**config.mk**
```make
export PLATFORM = sky130hd
export DESIGN_NAME = bomb_countdown_ctrl
export DESIGN_NICKNAME = d
export VERILOG_FILES = /design/src/rtl/bomb_countdown_ctrl.sv
export SDC_FILE = /design/constraint.sdc
export NUM_CORES = 1
export LEC_CHECK = 0
export ABC_AREA = 1
export BUFFER_PORTS_ARGS = -buffer_cell sky130_fd_sc_hd__buf_4
export CAP_MARGIN = 10
export CORE_MARGIN = 1
export CORE_UTILIZATION = 54
export CTS_CLUSTER_SIZE = 14
export DETAILED_ROUTE_END_ITERATION = 6
export HOLD_SLACK_MARGIN = 0.02
export PLACE_DENSITY = 0.8
export SLEW_MARGIN = 30
export SYNTH_ARGS = -nofsm -noshare
export SYNTH_HDL_FRONTEND = slang
export SYNTH_SLANG_ARGS = --single-unit
```
**constraint.sdc**
```tcl
create_clock -name clk -period 2.5 [get_ports clk]
set_clock_uncertainty 0.2 [all_clocks]
set_input_delay 0.125 -clock clk [delete_from_list [all_inputs] [get_ports clk]]
set_output_delay 0.125 -clock clk [all_outputs]
set_load 0.02 [all_outputs]
```
**src/rtl/bomb_countdown_ctrl.sv**
```systemverilog
// rtl/bomb_countdown_ctrl.sv - countdown/defuse controller with beeper and timer control
module bomb_countdown_ctrl #(
   parameter int SEC_WIDTH  = 8,
   parameter int CODE_WIDTH = 4,
   parameter int MAX_TRIES  = 3
) (
   input  logic                  clk,
   input  logic                  sync_reset,
   input  logic                  arm,
   input  logic [SEC_WIDTH-1:0]  load_seconds,
   input  logic [CODE_WIDTH-1:0] arm_code,
   input  logic                  code_valid,
   input  logic [CODE_WIDTH-1:0] code_in,
   input  logic                  ack,
   input  logic                  half_second,
   input  logic                  second,
   output logic                  timer_enable,
   output logic                  timer_clear,
   output logic [SEC_WIDTH-1:0]  seconds_left,
   output logic                  beep,
   output logic [1:0]            state
);

   typedef enum logic [1:0] {
      ST_IDLE     = 2'd0,
      ST_ARMED    = 2'd1,
      ST_DEFUSED  = 2'd2,
      ST_EXPLODED = 2'd3
   } state_t;

   localparam logic [2:0]           TRIES_LIMIT     = 3'(MAX_TRIES);
   localparam logic [SEC_WIDTH-1:0] SEC_ONE         = SEC_WIDTH'(1);
   localparam logic [SEC_WIDTH-1:0] BEEP_FAST_LIMIT = SEC_WIDTH'(10);

   state_t                cur_state;
   logic [CODE_WIDTH-1:0] stored_code;
   logic [2:0]            tries;

   logic [SEC_WIDTH-1:0]  sec_dec;
   logic [SEC_WIDTH-1:0]  sec_half;
   logic [2:0]            tries_next;
   logic                  code_match;
   logic                  tick_beep;

   assign state        = cur_state;
   assign timer_enable = (cur_state == ST_ARMED);
   assign timer_clear  = (cur_state != ST_ARMED);

   // A wrong code on a tick cycle halves the already-decremented value.
   always_comb begin
      sec_dec    = (second && seconds_left != '0) ? seconds_left - SEC_ONE : seconds_left;
      sec_half   = sec_dec >> 1;
      tries_next = tries + 3'd1;
      code_match = (code_in == stored_code);
      tick_beep  = (second && seconds_left > BEEP_FAST_LIMIT) ||
                   (half_second && seconds_left <= BEEP_FAST_LIMIT);
   end

   always_ff @(posedge clk) begin
      if (sync_reset) begin
         cur_state    <= ST_IDLE;
         seconds_left <= '0;
         beep         <= 1'b0;
         tries        <= '0;
         stored_code  <= '0;
      end else begin
         beep <= 1'b0;
         case (cur_state)
            ST_IDLE: begin
               if (arm && load_seconds != '0) begin
                  seconds_left <= load_seconds;
                  stored_code  <= arm_code;
                  tries        <= '0;
                  cur_state    <= ST_ARMED;
               end
            end
            ST_ARMED: begin
               if (code_valid && code_match) begin
                  cur_state <= ST_DEFUSED;
               end else if (code_valid) begin
                  tries <= tries_next;
                  if (tries_next >= TRIES_LIMIT) begin
                     seconds_left <= sec_dec;
                     cur_state    <= ST_EXPLODED;
                     beep         <= 1'b1;
                  end else begin
                     seconds_left <= sec_half;
                     if (sec_half == '0) begin
                        cur_state <= ST_EXPLODED;
                        beep      <= 1'b1;
                     end else begin
                        beep <= tick_beep;
                     end
                  end
               end else if (second) begin
                  seconds_left <= sec_dec;
                  if (sec_dec == '0) begin
                     cur_state <= ST_EXPLODED;
                     beep      <= 1'b1;
                  end else begin
                     beep <= tick_beep;
                  end
               end else begin
                  beep <= tick_beep;
               end
            end
            ST_DEFUSED, ST_EXPLODED: begin
               if (ack) begin
                  cur_state    <= ST_IDLE;
                  seconds_left <= '0;
               end
            end
            default: cur_state <= ST_IDLE;
         endcase
      end
   end

endmodule

```
==> results of run 1 <==
[metal layers]
| layer | vias to the layer above | GRT usage |
|---|---|---|
| met5 | - | 0 |
| met1 | 757 | 0.384 |
| met4 | 0 | 0.0625 |
| met2 | 63 | 0.504 |
| li1 | 871 | - |
| met3 | 12 | 0.0546 |
[metrics by stage]
step | instances | utilization | setup WS [ns] | cell area, um^2 | hold WS [ns]
2_1_floorplan | 242 | - | 0.414 | 1530 | 0.0993
3_3_place_gp | 304 | 0.707 | 0.278 | 1810 | 0.162
3_5_place_dp | 304 | 0.707 | 0.276 | 1810 | 0.162
4_1_cts | 316 | 0.752 | 0.237 | 1930 | 0.0232
5_1_grt | 316 | 0.752 | 0.0429 | 1930 | 0.0478
6_report | 316 | 0.752 | 0.184 | 1930 | 0.0233
[worst register-to-register path, stage by stage, from the launching register on]
cell	delay (ns)
dfxtp_1	0.36
inv_1	0.19
ha_1	0.26
inv_1	0.05
nor2_1	0.22
nand3_1	0.11
nand2_1	0.07
nand2_1	0.05
nand2_1	0.06
nand2_2	0.07
nor2_4	0.15
nand3_1	0.12
nand2_1	0.10
nand3_2	0.08
nand2_1	0.07
inv_1	0.04
nor2_2	0.06
[cells by family (layout without fill, tap and decap cells)]
| group | count (synthesis) | in the layout | share of synthesized area |
|---|---|---|---|
| flip-flops | 18 | 18 | 0.236 |
| adder cells (fa/ha/maj) | 5 | 5 | 0.0410 |
| buffers and inverters | 37 | 81 | 0.0935 |
| AND/OR/NAND/NOR | 134 | 134 | 0.434 |
| AO/OA/AOI/OAI | 45 | 45 | 0.178 |
| XOR/XNOR | 3 | 3 | 0.0172 |
[repair_timing]
item                                    4_1_cts  5_1_grt
endpoints found under the setup margin        0        0
endpoints found under the hold margin        14        0
hold buffers                                  8        0
[cells in the mapped netlist, types with 2 or more instances]
master | count | area share
a21oi_1 | 20 | 0.066
a22oi_1 | 3 | 0.015
clkbuf_1 | 3 | 0.0074
dfxtp_1 | 18 | 0.24
ha_1 | 5 | 0.041
inv_1 | 31 | 0.076
inv_2 | 2 | 0.0049
nand2_1 | 63 | 0.16
nand2_2 | 9 | 0.037
nand3_1 | 14 | 0.046
nand3_2 | 2 | 0.013
nand4_1 | 3 | 0.012
nor2_1 | 24 | 0.059
nor2_2 | 4 | 0.016
nor2_4 | 7 | 0.052
nor3_1 | 3 | 0.0098
nor4_1 | 2 | 0.0082
o21ai_0 | 12 | 0.039
o21ai_2 | 2 | 0.011
o221ai_1 | 2 | 0.011
xor2_1 | 3 | 0.017
[where the power goes]
group	switching (mW)	internal (mW)	total [mW]	leakage (nW)
sequential	0.124	0.384	0.508	0.148
clock	0.0982	0.0889	0.187	0.0210
combinational	1.24	0.681	1.92	0.781
[registers in the layout, indices dropped and copies added (netlist names)]
| register | cells |
|---|---|
| beep | 1 |
| stored_code | 4 |
| seconds_left | 8 |
| tries | 3 |
| state | 2 |
[final cells by class]
class                   count  area, um^2
multi-input cells         187        1020
fillers                   201         637
flip-flops and latches     18         360
repair buffers             44         350
inverters                  33         124
well taps                  30        37.5
clock buffers               4        36.3
[final timing paths]
| kind | from | end | slack (ns) | depth (start not counted) |
|---|---|---|---|---|
| hold reg to reg | stored_code[2] | stored_code[2] | 0.27 | 2 |
| setup / recovery | seconds_left[0] | state[0] | 0.18 | 16 |
| hold / removal | code_valid | beep | 0.02 | 5 |
| setup reg to reg | seconds_left[0] | state[0] | 0.18 | 16 |
==> metrics.csv, run 1 <==
metric,value,unit
worst setup path class,flip-flop to flip-flop,
syn_area_per_cell,6.30,um^2
TritonCTS clock tree,built,
H-tree levels,1,
first-pass GRT wire length,6370,um
Worst setup EP type,flip-flop,
CTS Buf Count,3,
hpwl dp,3090,um
top sig layer,met4,
Final ANT Viol Nets,0,
highest-delay cell along the critical path,dfxtp_1,
crit share post-route,0.926,
max frequency,0.432,GHz
"Slew Viols, Final",0,
total track usage,0.295,
Synth Flop Type,dfxtp_1,
DR vias/cell,5.39,
"Hold Violations, Final",0,
port bufs,35,
DRC violations left,0,
worst min path class,input port to flip-flop,
Rel. slew slack,0.734,
register bit count reported by yosys,18,
core footprint,2570,um^2
Pre-antenna DRT Iters,4,
wire length per cell,13.3,um
largest net degree at the start of global routing,13,
Crit Path Max Fanout,7,
RSZ-0062 raised after global routing,false,
share of cells above drive strength 1,0.245,
Max Root-Sink Buffers,2,
crit-path max cell delay,0.36,ns
initial antenna violation count,0,
setup TNS,0,ns
PD cells,1350,nW/um^2
cts repair resizes,0,
M1 WL,1890,um
starting density of the core,0.594,
asr flop ratio synth,0,
Final setup viols,0,
Arrival @ worst endpoint,2.36,ns
DR WL met3,250,um
post-CTS setup buffer count,0,
Syn Inst Count,242,
CP most frequent cell,nand2_1,
max-cap violations,0,
# IOs,36,
number of antenna diodes,0,
Die X-Extent,55.1,um
vias after detailed routing,1703,
"IR drop worst, VDD",1.28,mV
met2 wire len,1970,um
Final nets,315,
Final Total Pwr,2.61,mW
P&R area growth vs syn,26.6,%
worst-margin pin slew,0.398,ns
Placer Congestion,0.906,
required time of the critical path,2.55,ns
crit-path leading delay family,simple AND/OR/NAND/NOR gates,
Lkg Pwr,0.950,nW
Overflow after GRT,0,
Std-Cell Rows,18,
vias in the first global route,1414,
crit path time final,2.32,ns
clock-pin slew on the worst setup and hold paths,0.11,ns
"commonest non-fill, non-tap cell in the layout",nand2_1,
worst-path cell chain,inv_1 > ha_1 > inv_1 > nor2_1 > nand3_1 > nand2_1 > nand2_1 > nand2_1 > nand2_2 > nor2_4 > nand3_1 > nand2_1 > nand3_2 > nand2_1 > inv_1 > nor2_2,
sequential fraction of the synthesis area,0.236,
Setup crit start kind,flip-flop,
Synth warnings,0,
syn_nets,270,
status,finished clean,
most frequent cells in the layout,"63 x nand2_1, 36 x buf_4, 31 x inv_1, 24 x nor2_1, 20 x a21oi_1",
synthesized cell area,1530,um^2
number of synthesized flops with an enable pin,0,
Root Driver,clkbuf_4,
Netlist cell types,31,
Die ar.,3040,um^2
clk sinks,18,
Die Y,55.1,um
drt initial violations,76,
worst skew pair latency,0.30,ns
"wirelength, routed",4190,um
worst path buffer plus inverter count,3,
Note: power is estimated with default switching activity, not from simulation.
==> run 2: changes to the inputs <==
REMOVE_ABC_BUFFERS = 1   (was not set)
==> run 2 against run 1 <==
  * Routed wire length down 10%
  * Sequential power is 1% lower
  * Global-route usage down 3.4 points
  * Setup slack improved by 0.073 ns
  * Die area did not move
  * Clock-buffer cell count is 1 lower
  * Sequential share of layout area rose by 0.13 points
  * Worst hold slack got worse by 0.0024 ns
  * Total power is 3.3% lower
  * Critical path type is now input port to flip-flop
  * Critical endpoint is now seconds_left[7]
==> metrics.csv, run 2 (synthesized netlist as in run 1, its figures left out) <==
metric,value,unit,change
Pre-antenna DRT Iters,4,,unchanged
reg2reg start,seconds_left[0],,
Largest Register,seconds_left,,
most frequent cells in the layout,"63 x nand2_1, 36 x buf_4, 31 x inv_1, 24 x nor2_1, 20 x a21oi_1",,
Final ANT Viol Nets,0,,unchanged
DP Area,1810,um^2,unchanged
vias in the first global route,1361,,-3.7%
Rel. slew slack,0.692,,-0.0417
routing usage on met2,0.494,,-0.0100
worst setup path end,seconds_left[7],,
met1 Usage GRT,0.291,,-0.0922
largest net degree at the start of global routing,13,,unchanged
setup TNS,0,ns,unchanged
DRC violations left,0,,unchanged
share of cells above drive strength 1,0.242,,-0.00265
most used routing layer,met2,,
pre-CTS WS,0.310,ns,+0.0340 ns
DR vias/cell,5.34,,-0.92%
"IR drop worst, VDD",0.976,mV,-24%
TritonCTS clock tree,built,,
CP most frequent cell,nand2_1,,
clock-pin slew on the worst setup and hold paths,0.10,ns,about the same
vias after detailed routing,1682,,-1.2%
required time of the critical path,2.50,ns,-0.05 ns
max frequency,0.446,GHz,+3.2%
final worst setup slack,0.257,ns,+0.0725 ns
worst path buffer plus inverter count,2,,-1
max-cap violations,0,,unchanged
"Slew Viols, Final",0,,unchanged
Global Route met3 Usage,0.0301,,-0.0246
Lkg Pwr,0.943,nW,-0.76%
core footprint,2570,um^2,unchanged
hpwl dp,2940,um,-5.1%
worst setup path class,input port to flip-flop,,
wire length per cell,12.0,um,-9.7%
Root Driver,clkbuf_4,,
crit path launch,load_seconds[3],,
r2r endpoint,state[0],,
P&R area growth vs syn,25.7,%,
drt initial violations,72,,-5.3%
"wirelength, routed",3770,um,-10%
Die ar.,3040,um^2,unchanged
fin area,1920,um^2,-0.71%
total track usage,0.261,,-0.0343
"Hold Violations, Final",0,,unchanged
worst min path class,input port to flip-flop,,
"commonest non-fill, non-tap cell in the layout",nand2_1,,
Final setup viols,0,,unchanged
RSZ-0062 raised after global routing,false,,
Die X-Extent,55.1,um,unchanged
cts repair resizes,0,,unchanged
top flop regs,"seconds_left x8, stored_code x4, tries x3",,
post-CTS setup buffer count,0,,unchanged
worst r2r path cells,16,,unchanged
Arrival @ worst endpoint,2.24,ns,-0.12 ns
crit path time final,2.24,ns,-0.0725 ns
worst-path cell chain,dlygate4sd3_1 > buf_4 > nor4_1 > nand2_1 > nand2_1 > nand2_1 > o21ai_0 > nor2_4 > nand2_1 > nor2_1 > a21oi_1 > nor2_1,,
status,finished clean,,
# IOs,36,,unchanged
PD cells,1320,nW/um^2,-2.6%
CTS Buf Count,3,,unchanged
Worst setup EP type,flip-flop,,
starting density of the core,0.594,,unchanged
hold_ws,0.0209,ns,-0.00239 ns
HP Start,code_valid,,
Crit Path Max Fanout,12,,+5
number of antenna diodes,0,,unchanged
Std-Cell Rows,18,,unchanged
r2r setup slk,0.28,ns,+0.10 ns
Placer Congestion,0.900,,-0.63%
port bufs,35,,unchanged
max reg flops,8,,unchanged
H-tree levels,1,,unchanged
clk sinks,18,,unchanged
worst skew pair latency,0.29,ns,about the same
crit-path leading delay family,simple AND/OR/NAND/NOR gates,,
crit share post-route,0.897,,-0.0290
initial antenna violation count,0,,unchanged
highest-delay cell along the critical path,dlygate4sd3_1,,
crit-path max cell delay,0.54,ns,+0.18 ns
Die Y,55.1,um,unchanged
Max Root-Sink Buffers,2,,unchanged
Stages on worst setup path,12,,-4
Setup crit start kind,input port,,
Final nets,315,,unchanged
first-pass GRT wire length,5630,um,-12%
Final Total Pwr,2.53,mW,-3.3%
Overflow after GRT,0,,unchanged
worst-margin pin slew,0.456,ns,+0.0587 ns
run 2: changes by cell type in the layout (fill, tap and decap cells not counted):
cell,change
clkbuf_8,-1
run 2: per-layer routing:
layer | vias up | share of wire
met3 | 6 | 0.056
met1 | 748 | 0.43
met5 | - | 0
li1 | 868 | -
met4 | 0 | 0.014
met2 | 60 | 0.50
run 2: final cells by class:
cell class              instances  area, um^2
fillers                       232         651
well taps                      30        37.5
repair buffers                 44         350
multi-input cells             187        1020
clock buffers                   3        22.5
flip-flops and latches         18         360
inverters                      33         124
run 2: how the worst min path moves through the flow:
stage	to	cells after the start
2_1_floorplan	seconds_left[0]	1
5_1_grt	seconds_left[7]	5
4_1_cts	beep	5
3_3_place_gp	seconds_left[2]	2
3_5_place_dp	seconds_left[1]	2
6_report	beep	5
run 2: worst min-delay path, cell delays in order:
cell	delay, ns
buf_4	0.09
inv_1	0.07
nand2_1	0.07
a21oi_1	0.05
nor2_1	0.06
run 2: where the power goes:
part | total, mW | internal, mW | switching (mW)
clock | 0.145 | 0.0561 | 0.0889
sequential | 0.501 | 0.384 | 0.117
combinational | 1.88 | 0.681 | 1.20
run 2: repair_timing:
action,in CTS,in global routing
endpoints found under the hold margin,14,0
setup endpoints to repair,0,0
hold buffers,8,0
run 2: per-stage QoR:
step                cells   util
detailed placement    304  0.707
finish                315  0.747
global route          315  0.747
floorplan             238      -
global placement      304  0.707
CTS                   315  0.747
